==> src/rtl/alu_op_pkg.sv <==
// Op codes, FSM state encoding and width defaults shared by the ALU control
// decoder and the multicycle ALU.
package alu_op_pkg;

  localparam int DATA_WIDTH_DEF = 32;

  localparam logic [3:0] OP_AND     = 4'b0000;
  localparam logic [3:0] OP_OR      = 4'b0001;
  localparam logic [3:0] OP_NOR     = 4'b0010;
  localparam logic [3:0] OP_ADD     = 4'b0011;
  localparam logic [3:0] OP_SUB     = 4'b0100;
  localparam logic [3:0] OP_LUI     = 4'b0101;
  localparam logic [3:0] OP_SLL     = 4'b0110;
  localparam logic [3:0] OP_SRL     = 4'b0111;
  localparam logic [3:0] OP_ILLEGAL = 4'b1001;

  typedef enum logic [1:0] {
    ST_IDLE  = 2'd0,
    ST_SHIFT = 2'd1,
    ST_DONE  = 2'd2
  } state_t;

  function automatic logic op_is_legal(input logic [3:0] op);
    return (op <= OP_SRL);
  endfunction

  function automatic logic op_is_shift(input logic [3:0] op);
    return (op == OP_SLL) || (op == OP_SRL);
  endfunction

endpackage

==> src/rtl/alu_logic_unit.sv <==
// Combinational single-cycle ALU ops: AND/OR/NOR/ADD/SUB/LUI.
module alu_logic_unit
  import alu_op_pkg::*;
#(
  parameter int DATA_WIDTH = DATA_WIDTH_DEF
) (
  input  logic [3:0]            op,
  input  logic [DATA_WIDTH-1:0] a,
  input  logic [DATA_WIDTH-1:0] b,
  output logic [DATA_WIDTH-1:0] y
);

  always_comb begin
    y = '0;
    case (op)
      OP_AND: y = a & b;
      OP_OR:  y = a | b;
      OP_NOR: y = ~(a | b);
      OP_ADD: y = a + b;
      OP_SUB: y = a - b;
      // Low halfword of the immediate moves into the upper half, zero below.
      OP_LUI: y = b << 16;
      default: y = '0;
    endcase
  end

endmodule

==> src/rtl/multicycle_alu.sv <==
// Handshaked ALU: logic/arith/LUI finish in one cycle, SLL/SRL shift one
// bit per cycle counted down from shamt.
module multicycle_alu
  import alu_op_pkg::*;
#(
  parameter int DATA_WIDTH  = DATA_WIDTH_DEF,
  parameter int SHAMT_WIDTH = 5
) (
  input  logic                   clk,
  input  logic                   reset,
  input  logic                   start,
  input  logic [3:0]             ALUOperation,
  input  logic [DATA_WIDTH-1:0]  A,
  input  logic [DATA_WIDTH-1:0]  B,
  input  logic [SHAMT_WIDTH-1:0] shamt,
  output logic                   busy,
  output logic                   done,
  output logic [DATA_WIDTH-1:0]  ALUResult,
  output logic                   Zero,
  output logic                   illegal_op
);

  state_t                  state, state_nx;
  logic [DATA_WIDTH-1:0]   sh_q, sh_nx, unit_y, res_nx;
  logic [SHAMT_WIDTH-1:0]  cnt_q;
  logic                    left_q, ill_q, ill_nx;
  logic                    accept, load_res, op_legal, op_shift;

  alu_logic_unit #(.DATA_WIDTH(DATA_WIDTH)) u_logic (
    .op (ALUOperation),
    .a  (A),
    .b  (B),
    .y  (unit_y)
  );

  always_comb begin
    op_legal = op_is_legal(ALUOperation);
    op_shift = op_is_shift(ALUOperation);
    accept   = start && (state != ST_SHIFT);
    sh_nx    = left_q ? (sh_q << 1) : (sh_q >> 1);
    res_nx   = unit_y;
    ill_nx   = 1'b0;
    if (state == ST_SHIFT) begin
      res_nx = sh_nx;
    end else if (!op_legal) begin
      res_nx = '0;
      ill_nx = 1'b1;
    end else if (op_shift) begin
      res_nx = B;  // shamt == 0 degenerates to a pass-through
    end
  end

  always_ff @(posedge clk) begin
    if (!reset) state <= ST_IDLE;
    else        state <= state_nx;
  end

  always_comb begin
    state_nx = state;
    busy     = 1'b0;
    done     = 1'b0;
    load_res = 1'b0;
    case (state)
      ST_IDLE, ST_DONE: begin
        done     = (state == ST_DONE);
        state_nx = ST_IDLE;
        if (accept) begin
          if (op_shift && (shamt != '0)) begin
            state_nx = ST_SHIFT;
          end else begin
            state_nx = ST_DONE;
            load_res = 1'b1;
          end
        end
      end
      ST_SHIFT: begin
        busy = 1'b1;
        if (cnt_q == SHAMT_WIDTH'(1)) begin
          state_nx = ST_DONE;
          load_res = 1'b1;
        end
      end
      default: state_nx = ST_IDLE;
    endcase
  end

  always_ff @(posedge clk) begin
    if (!reset) begin
      sh_q      <= '0;
      cnt_q     <= '0;
      left_q    <= 1'b0;
      ALUResult <= '0;
      Zero      <= 1'b1;
      ill_q     <= 1'b0;
    end else begin
      if (accept) begin
        sh_q   <= B;
        cnt_q  <= shamt;
        left_q <= (ALUOperation == OP_SLL);
      end else if (state == ST_SHIFT) begin
        sh_q  <= sh_nx;
        cnt_q <= cnt_q - SHAMT_WIDTH'(1);
      end
      if (load_res) begin
        ALUResult <= res_nx;
        Zero      <= (res_nx == '0);
        ill_q     <= ill_nx;
      end
    end
  end

  // The flag is held with the result but only shown during the done pulse.
  assign illegal_op = ill_q && done;

endmodule
==> config.mk <==
export PLATFORM = sky130hd
export DESIGN_NAME = multicycle_alu
export DESIGN_NICKNAME = d
export VERILOG_FILES = /design/src/rtl/alu_op_pkg.sv /design/src/rtl/alu_logic_unit.sv /design/src/rtl/multicycle_alu.sv
export SDC_FILE = /design/constraint.sdc
export NUM_CORES = 1
export LEC_CHECK = 0
export BUFFER_PORTS_ARGS = -buffer_cell sky130_fd_sc_hd__buf_2
export CELL_PAD_IN_SITES_DETAIL_PLACEMENT = 2
export CELL_PAD_IN_SITES_GLOBAL_PLACEMENT = 2
export CORE_ASPECT_RATIO = 0.8
export CORE_MARGIN = 3
export CORE_UTILIZATION = 37
export DETAILED_ROUTE_END_ITERATION = 6
export PLACE_DENSITY_LB_ADDON = 0.1
export SKIP_LAST_GASP = 1
export SYNTH_ARGS = -nofsm -noshare
export SYNTH_HDL_FRONTEND = slang
export SYNTH_HIERARCHICAL = 1
export SYNTH_SLANG_ARGS = --single-unit
==> constraint.sdc <==
create_clock -name clk -period 14.3 [get_ports clk]
set_clock_uncertainty 0.15 [all_clocks]
set_input_delay 2.145 -clock clk [delete_from_list [all_inputs] [get_ports clk]]
set_output_delay 2.145 -clock clk [all_outputs]
set_load 0.03 [all_outputs]
==> impl_summary.md <==
Run status
The flow ran to the end, and the final reports show no timing, DRC or antenna violations.

Timing
The highest clock frequency the design can meet is 125 MHz. Adding up every negative setup slack in the final design gives 0 ns. The share of the clock period used by the worst path after layout is 0.561. Once routing completed, OpenROAD measured the worst setup slack at about 6.3 ns. Setup violations remaining at the end of the flow were counted as 0. The number of max-slew violations in the final report is 0.

The number of hold violations in the final report is 0. The minimum period implied by the final worst setup slack is roughly 8.0 ns. The headroom to the max-slew limit is 0.313. The transition at the pin with the smallest max-transition slack is around 1.0 ns.

Setup repair after global routing left no endpoint under its margin. Hold is met by ~0.35 ns.

Pwr
The maximum resistive drop on vdd is about 0.060 mV. Dividing total power by cell area gives a power density of around 95 mW/mm^2. The analysis attributes to cell leakage a power of about 3.4 nW. The total power of the final layout is slightly above 0.8 mW.

Logic synthesis
The most used flip-flop cell after synthesis is sky130_fd_sc_hd__dfxtp_1. The summed instance area of the synthesized netlist is between 0.007 and 0.008 sq mm. The sequential element share of the synthesized area is 0.196. The number of distinct library cell variants in the gate-level netlist after synthesis is 85.

Counting flops with a built-in enable in the synthesized netlist gives 0. For this run, asynchronously set or reset flops after synthesis account for 0. When the netlist entered floorplanning its net count stood at roughly 1100. The synthesis warning total is 6.

The post-synthesis cell count is 976. A synthesized cell averages just under 8 sq um. Counting flops and latches in the post-synthesis netlist gives 74.

Min path
The min-delay analysis places its worst path in the category register to register. In this run the most critical hold path is launched from ALUResult[30]. The cell count of the worst hold path is 2.

The path with the worst hold slack has its endpoint at ALUResult[30].

Cells and area
In the layout the commonest cells are sky130_fd_sc_hd__buf_2, sky130_fd_sc_hd__nor2_1, sky130_fd_sc_hd__o21ai_0. The layout net count is roughly 1200. The area growth from synthesis to layout is 13.4%. The final instance area is 0.00857 sq mm. 0 antenna diodes ended up in the layout. The fraction of layout instances using a drive strength above 1 is 0.176. The commonest non-fill, non-tap cell in the layout is sky130_fd_sc_hd__buf_2.

Clock network
The H-tree depth is 3. Buffers added to address setup during post-CTS repair amount to 0. Hold repair after CTS inserted 0 buffers. In this run, post-CTS repair resized a total of 0 instances. The clock passes through at most 2 buffers. The clock slew seen by the registers of the worst setup and hold paths is around 0.070 ns. The clock reaches the later pin of the worst-skew pair after about 0.35 ns. Counting every sink on the clock net gives 74. Clock tree synthesis inserted a total of 9 buffers. The tree is rooted in a sky130_fd_sc_hd__clkbuf_16. TritonCTS built the clock tree.

Detailed routing
The first-pass iteration count of the detailed router is 5. Dividing the detail-routed wire length by the instance count gives 26.3 um. The number of vias per cell is around 6.4.

The final routed DRC violation total is 0. The antenna violation net count after detailed routing is 0. The routed via count is around 8300. The wire length after detailed routing is around 34000 um. The number of design-rule violations left by the first detailed-router iteration is between 700 and 800.

Floorplan
roughly 110 I/O pins were placed. For this configuration, the core starts out at a cell density of 0.379. The die boundary height is about 130 um. The die outline width is around 170 um. The die covers about 0.022 sq mm.

The number of standard-cell rows in the floorplan is 46. The core area is around 0.020 sq mm.

Critical path
The logic depth of the worst register-to-register path is 7. The arrival time of the worst setup path is roughly 8.1 ns. In this run the critical register-to-register path is captured at Zero. In this run the critical register-to-register path is launched from cnt_q[0]. The endpoint kind of the worst setup timing path is a register.

The critical path is of the input port to register type. The category of the worst setup path launch point is an input port. Setup slack on the worst reg-to-reg path comes out at roughly 11 ns.

The endpoint required time on the critical path is ~14 ns. In this run the worst path has a maximum fanout of 40.

Global routing
The via count of the first global-routing pass is approximately 8400. The overall global routing resource usage is 0.297. Entering global routing, the biggest net connects 66 pins.

The first global-routing pass estimated 52200 um of wire. The initial antenna violation count was 0. For this run the aggregate overflow at the end of global routing stands at 0.

Place
The wire-length estimate of the detail-placed layout is 25000 um. The placed cell area is ~0.0082 sq mm. The placer's final routability congestion estimate is 0.924. The pre-CTS setup slack is approximately 6.0 ns. The number of buffers added on ports is 111.

Flow run
Max-cap violations in this run came to 0.
[cell families after synthesis]
| kind of cell | Yosys count | synth area share |
|---|---|---|
| mux | 79 | 0.108 |
| buf+inv | 90 | 0.0528 |
| flops | 74 | 0.196 |
| xor+xnor | 60 | 0.0705 |
| compound gates | 324 | 0.281 |
| simple gates | 281 | 0.188 |
| fa+ha+maj | 68 | 0.103 |
[final cells by class]
type	count	area, sq um
Fill cell	2322	11300
Sequential cell	74	1480
Clock inverter	4	98.8
Multi-Input combinational cell	812	5700
Timing Repair Buffer	123	646
Clock buffer	11	243
Inverter	17	63.8
Tap cell	264	330
[sequential cells by signal, summed over array words and instances (netlist names)]
signal,cells
sh_q,32
left_q,1
ill_q,1
ALUResult,32
Zero,1
cnt_q,5
state,2
[worst max-delay path, stage by stage]
cell	delay [ns]
sky130_fd_sc_hd__buf_2	0.71
sky130_fd_sc_hd__or2_0	0.88
sky130_fd_sc_hd__o21ai_0	0.33
sky130_fd_sc_hd__fa_1	0.51
sky130_fd_sc_hd__nor2b_1	0.16
sky130_fd_sc_hd__o2111ai_1	0.14
sky130_fd_sc_hd__a21boi_0	0.43
sky130_fd_sc_hd__a21oi_1	0.22
sky130_fd_sc_hd__o21ai_0	0.39
sky130_fd_sc_hd__a21oi_1	0.17
sky130_fd_sc_hd__xor2_1	0.15
sky130_fd_sc_hd__o21ai_0	0.13
sky130_fd_sc_hd__nor4_1	0.42
sky130_fd_sc_hd__mux2i_1	0.16
sky130_fd_sc_hd__a2111oi_2	0.39
sky130_fd_sc_hd__nand4_1	0.14
sky130_fd_sc_hd__or3_1	0.35
sky130_fd_sc_hd__o311ai_1	0.28
[cells in the mapped netlist (all sizes together) (3+ instances only)]
cell	number	area share
nand4	5	0.0041
buf	24	0.018
nor2b	24	0.020
maj3	31	0.041
nand2	43	0.022
nand2b	10	0.0083
xnor2	34	0.040
a211oi	44	0.044
or4	10	0.010
o41ai	3	0.0055
nor2	103	0.051
a211o	3	0.0035
and3	7	0.0058
o21ai	90	0.060
xor2	26	0.030
ha	36	0.060
a21o	16	0.016
nor4	15	0.017
a21oi	78	0.052
mux2i	56	0.074
o221ai	24	0.028
clkbuf	49	0.026
o31ai	8	0.0079
a221oi	12	0.014
o21bai	5	0.0050
dfxtp	74	0.20
nor3	38	0.025
or3	4	0.0040
nand3	9	0.0060
mux2	23	0.034
a31oi	9	0.0075
o31a	3	0.0035
a222oi	3	0.0040
a311oi	3	0.0035
inv	17	0.0084
[metal layers]
metal	share of wire	up-vias	global-route usage
met5	0	-	0
met4	0.011	0	0.0443
li1	-	3803	-
met2	0.46	246	0.484
met1	0.48	4230	0.432
met3	0.049	26	0.0368
[report_power, final]
part / leakage, nW / total, mW / internal [mW] / switching, mW
Combinational: 2.63 / 0.302 / 0.108 / 0.194
Clock: 0.166 / 0.274 / 0.175 / 0.0988
Sequential: 0.611 / 0.234 / 0.221 / 0.0125
Total: 3.40 / 0.810 / 0.504 / 0.305
[metrics by stage]
| step | utilization | instances |
|---|---|---|
| after floorplan | - | 976 |
| after global placement | 0.413 | 1290 |
| after detailed placement | 0.413 | 1290 |
| after CTS | 0.430 | 1305 |
| after global routing | 0.430 | 1305 |
| final | 0.430 | 1305 |
[worst max-delay path by stage]
| stage | startpoint | to | slack [ns] |
|---|---|---|---|
| floorplan | ALUOperation[0] | Zero | 7.70 |
| global placement | ALUOperation[0] | Zero | 6.26 |
| global route | ALUOperation[0] | Zero | 5.72 |
| CTS | ALUOperation[0] | Zero | 6.32 |
| detailed placement | ALUOperation[0] | Zero | 5.96 |
| finish | ALUOperation[0] | Zero | 6.28 |
Power figures use the tool's default switching activity.
